$ cat src/rtl/bitrev_pkg.sv
// Shared definitions for the bit-reversal reorder buffer: bank states and default sizes.
package bitrev_pkg;

   localparam int DEF_DATA_W = 64;
   localparam int DEF_LOG2N  = 6;

   typedef enum logic [1:0] {
      BANK_EMPTY    = 2'd0,
      BANK_FILLING  = 2'd1,
      BANK_FULL     = 2'd2,
      BANK_DRAINING = 2'd3
   } bank_state_t;

endpackage

$ cat src/rtl/bitrev_addr.sv
// Purely combinational LOG2N-bit address reversal (bit i of the input lands on bit LOG2N-1-i).
module bitrev_addr
   import bitrev_pkg::*;
#(
   parameter int LOG2N = DEF_LOG2N
) (
   input  logic [LOG2N-1:0] addr,
   output logic [LOG2N-1:0] rev_addr
);

   always_comb begin
      rev_addr = '0;
      for (int i = 0; i < LOG2N; i++) begin
         rev_addr[i] = addr[LOG2N-1-i];
      end
   end

endmodule

$ cat src/rtl/bitrev_reorder.sv
// Frame reorder buffer: natural-order samples in, bit-reversed-order samples out.
// Define BITREV_PINGPONG_EN for two banks (fill one while draining the other); default is a single bank.
module bitrev_reorder
   import bitrev_pkg::*;
#(
   parameter int DATA_W = DEF_DATA_W,
   parameter int LOG2N  = DEF_LOG2N
) (
   input  logic              clk,
   input  logic              rst_n,
   input  logic [DATA_W-1:0] in_data,
   input  logic              in_valid,
   output logic              in_ready,
   output logic [DATA_W-1:0] out_data,
   output logic              out_valid,
   input  logic              out_ready,
   output logic              out_last
);

   localparam int N = 1 << LOG2N;
`ifdef BITREV_PINGPONG_EN
   localparam int NB = 2;
`else
   localparam int NB = 1;
`endif

   logic [DATA_W-1:0] mem [NB][N];
   bank_state_t       bank_st [NB];
   logic              wb;
   logic              rb;
   logic [LOG2N-1:0]  wcnt;
   logic [LOG2N-1:0]  rcnt;
   logic [LOG2N-1:0]  raddr;
   logic              rdy_en;
   logic              wen;
   logic              ren;
   logic              rd_avail;

   bitrev_addr #(.LOG2N(LOG2N)) u_rev (
      .addr     (rcnt),
      .rev_addr (raddr)
   );

   // rdy_en keeps in_ready low until the first edge after reset releases.
   assign in_ready = rdy_en && ((bank_st[wb] == BANK_EMPTY) || (bank_st[wb] == BANK_FILLING));
   assign rd_avail = (bank_st[rb] == BANK_FULL) || (bank_st[rb] == BANK_DRAINING);
   assign wen      = in_valid && in_ready;
   assign ren      = rd_avail && (!out_valid || out_ready);

   always_ff @(posedge clk) begin
      if (wen) begin
         mem[wb][wcnt] <= in_data;
      end
   end

   // Write and read never touch the same bank in one cycle, so their state updates cannot collide.
   always_ff @(posedge clk or negedge rst_n) begin
      if (!rst_n) begin
         rdy_en    <= 1'b0;
         wb        <= 1'b0;
         rb        <= 1'b0;
         wcnt      <= '0;
         rcnt      <= '0;
         out_data  <= '0;
         out_valid <= 1'b0;
         out_last  <= 1'b0;
         for (int b = 0; b < NB; b++) begin
            bank_st[b] <= BANK_EMPTY;
         end
      end else begin
         rdy_en <= 1'b1;
         if (wen) begin
            wcnt <= wcnt + LOG2N'(1);
            if (wcnt == '1) begin
               bank_st[wb] <= BANK_FULL;
               if (NB == 2) begin
                  wb <= ~wb;
               end
            end else begin
               bank_st[wb] <= BANK_FILLING;
            end
         end
         if (ren) begin
            out_data  <= mem[rb][raddr];
            out_valid <= 1'b1;
            out_last  <= (rcnt == '1);
            rcnt      <= rcnt + LOG2N'(1);
            if (rcnt == '1) begin
               bank_st[rb] <= BANK_EMPTY;
               if (NB == 2) begin
                  rb <= ~rb;
               end
            end else begin
               bank_st[rb] <= BANK_DRAINING;
            end
         end else if (out_ready) begin
            out_valid <= 1'b0;
         end
      end
   end

endmodule

$ cat config.mk
export PLATFORM = sky130hd
export DESIGN_NAME = bitrev_reorder
export DESIGN_NICKNAME = d
export VERILOG_FILES = /design/src/rtl/bitrev_pkg.sv /design/src/rtl/bitrev_addr.sv /design/src/rtl/bitrev_reorder.sv
export SDC_FILE = /design/constraint.sdc
export NUM_CORES = 2
export LEC_CHECK = 0
export CAP_MARGIN = 20
export CORE_MARGIN = 10
export CORE_UTILIZATION = 45
export CTS_CLUSTER_SIZE = 14
export DETAILED_ROUTE_END_ITERATION = 7
export PLACE_DENSITY = 0.58
export SLEW_MARGIN = 10
export SYNTH_ARGS = -nofsm -noshare
export SYNTH_HDL_FRONTEND = slang
export SYNTH_SLANG_ARGS = --single-unit
$ cat constraint.sdc
create_clock -name clk -period 8.9 [get_ports clk]
set_input_delay 1.335 -clock clk [delete_from_list [all_inputs] [get_ports clk]]
set_output_delay 1.335 -clock clk [all_outputs]
set_load 0.01 [all_outputs]
==> flow_summary.toml <==
[synth]
yosysWarnings = 2
synth_cells = 7264
synth_top_family_by_area = "multiplexers"
ys_ff_latch = 4176
ys_seq_area_share_pct = 78.8
synth_ff_type = "edfxtp_1"
synth.mux.area_fraction_pct = 14.7
async_flop_share_pct = 1.92
synth_xor_area_share_pct = 0.0552
synth_edf_count = 4096
synth_area_leaders = "edfxtp_1 (78%), mux4_2 (11%), mux2i_1 (3.5%), dfrtp_1 (1.3%), a22oi_1 (1.1%)"
yosys.cell_types.count = 59
synth_area_mm2 = 0.159
syn_area_per_cell_um2 = 21.8
syn_nets = 7334
synthAdderAreaFrac_pct = 0.0158
yosysTopAreaCell = "edfxtp_1"
synth_simple_gate_area_share_pct = 1.09
synth.most_common_cell = "edfxtp_1"
synth_compound_area_share_pct = 4.01
yosys.area.top_type_share_pct = 77.5
yosys-top-cells-count = "edfxtp_1 (4096), mux4_2 (757), mux2i_1 (558)"

[clock_tree]
cts_max_path_buffers = 4
clock_sinks = 4176
cts_hold_buf = 0
cts-root-buf = "clkbuf_16"
htree_num_levels = 5
clkLatencyLatePin_ns = 0.99
post_cts_buffers = 0
cts_inserted_buffers = 426
clk_pin_slew_ns = 0.06
cts.repair.resized = 0
cts_tree = "built"

[floorplanning]
die_y_um = 614
dieWidth_um = 614
num_io_pins = 135
core.rowCount = 217
core_area_mm2 = 0.350
initial_core_util_pct = 45.3
die_area_mm2 = 0.377

[run]
cap_violations = 0

[timing]
post-route-period-util_pct = 52.0
fmax_mhz = 216
grt_setup_unrepaired = "no"
skew_ns = 0.0794
setup_viol = 0
fin_tns_setup_ns = 0
finalWorstPathRequiredPeriod_ns = 4.63
whs_ns = 0.374
finalHoldViolCount = 0
slew_violations = 0
tightest_slew_ns = 1.25
slew_headroom_pct = 14.5

[final_layout]
syn2layout_area_growth_pct = 13.6
drive_gt1_share_pct = 23.1
fin_area_mm2 = 0.180
finalNonFillerCells = 12700
fin_nets = 7744

[global_routing]
grt.overflow.total = 0
antenna_found_initial = 45
grt_usage_pct = 24.6
grt_max_degree = 129
grt_pass1_wl_mm = 652
grt_pass1_vias = 79600

[drt]
vias = 80100
wl_mm = 472
drt_iter0_drc = 11800
drc = 0
vias_per_cell = 6.32
dr.pass1.iters = 8
drtAntennaViolNets = 0
wl_per_cell_um = 37.2

[pwr]
switching_share_pct = 21.1
p_clk_share_pct = 42.8
p_switching_mw = 8.66
leakage_nw = 54.0
pwr-share-comb_pct = 3.1
powerDensity_mw_per_mm2 = 227
power.total_mw = 40.9
pwr-share-seq_pct = 54.1
peakVddDrop_uv = 159
p_int_mw = 32.3

[min_path]
hp-class = "input port to async pin"

[placement]
port_buffers = 134
hpwl_mm = 266
place_area_mm2 = 0.166
dp_cells = 11800
place.gp.congestion = 0.815

[critical_path]
required_ns = 9.44
r2r_cells = 7
reg2reg_slack_ns = 4.54
crit_type = "input port to flip-flop"
crit_path_end_kind = "flip-flop"
cp_max_fo = 52
reg2reg_from = "rcnt[5]"
cp.arrival_ns = 5.16
critPathLaunchType = "input port"
reg2reg_to = "out_data[44]"

[run_status]
status = "complete, no violations"
[cell type report]
cell class,count,area [µm²]
clock inverter,232,2130
fill,27300,170000
tap,4599,5750
clock buffer,548,11500
antenna,45,113
timing repair buffer,418,3680
multi-input combinational,2649,32100
sequential,4176,125000
inverter,3,21.3
[flip-flops by register name, indices dropped and copies added, names as in the netlist]
| register | cells |
|---|---|
| out_data | 64 |
| wcnt | 6 |
| rdy_en | 1 |
| out_valid | 1 |
| rcnt | 6 |
| mem | 4096 |
| bank_st | 1 |
| out_last | 1 |
[through the flow]
stage	utilization (%)	worst slack [ns]
2_1_floorplan	-	1.63
3_3_place_gp	47.5	3.09
3_5_place_dp	47.5	3.38
4_1_cts	51.4	4.38
5_1_grt	51.5	4.19
6_report	51.5	4.27
[power by group through the flow]
stage          Clock, mW  Sequential, mW  Combinational, mW
2_1_floorplan          0            22.5              0.382
3_3_place_gp           0            22.5               1.26
3_5_place_dp           0            22.5               1.29
4_1_cts             17.7            22.1               1.29
5_1_grt             18.5            22.1               1.34
6_report            17.5            22.1               1.29
[cells in the final DEF, fill, tap and decap left out, types with 71 or more instances in the layout]
master / synthesis / routed
clkinv_1: 0 / 91
edfxtp_1: 4096 / 4096
buf_4: 66 / 253
o22ai_1: 71 / 71
a22oi_1: 225 / 225
clkinv_2: 0 / 71
mux2i_1: 558 / 558
dfrtp_1: 80 / 74
clkbuf_16: 0 / 435
a21oi_1: 135 / 135
nand2_1: 188 / 186
a221oi_1: 120 / 119
mux4_2: 757 / 757
clkbuf_1: 174 / 97
[per-layer routing]
metal / vias to the layer above / global-route usage [%] / wire length [µm]
li1: 31700 / - / -
met1: 43400 / 34.7 / 187000
met2: 4296 / 39.6 / 226000
met3: 711 / 3.94 / 41300
met4: 14 / 8.10 / 16800
met5: - / 0 / 92
[worst max-delay path by stage]
stage	cells after the start	startpoint	end
after detailed placement	6	in_valid	mem[0][1831]
after CTS	6	in_valid	mem[0][1829]
final	6	in_valid	mem[0][303]
after floorplan	5	in_valid	mem[0][2048]
after global placement	6	in_valid	mem[0][778]
after global routing	6	in_valid	mem[0][303]
[cell families (layout without fill, tap and decap cells)]
group           count (synthesis)  after routing
flops                        4176           4176
fa+ha+maj                       2              2
other cells                     1             46
buf+inv                       439           1201
simple gates                  398            398
xor+xnor                       10             10
compound gates                867            867
mux                          1371           1371
[worst max-delay path, stage by stage]
cell	delay [ns]
clkdlybuf4s50_1	0.78
nand2_1	0.23
nor2_1	0.27
nand3_1	0.74
nor2_4	0.75
buf_4	0.77
Note: power is estimated with default switching activity, not from simulation.
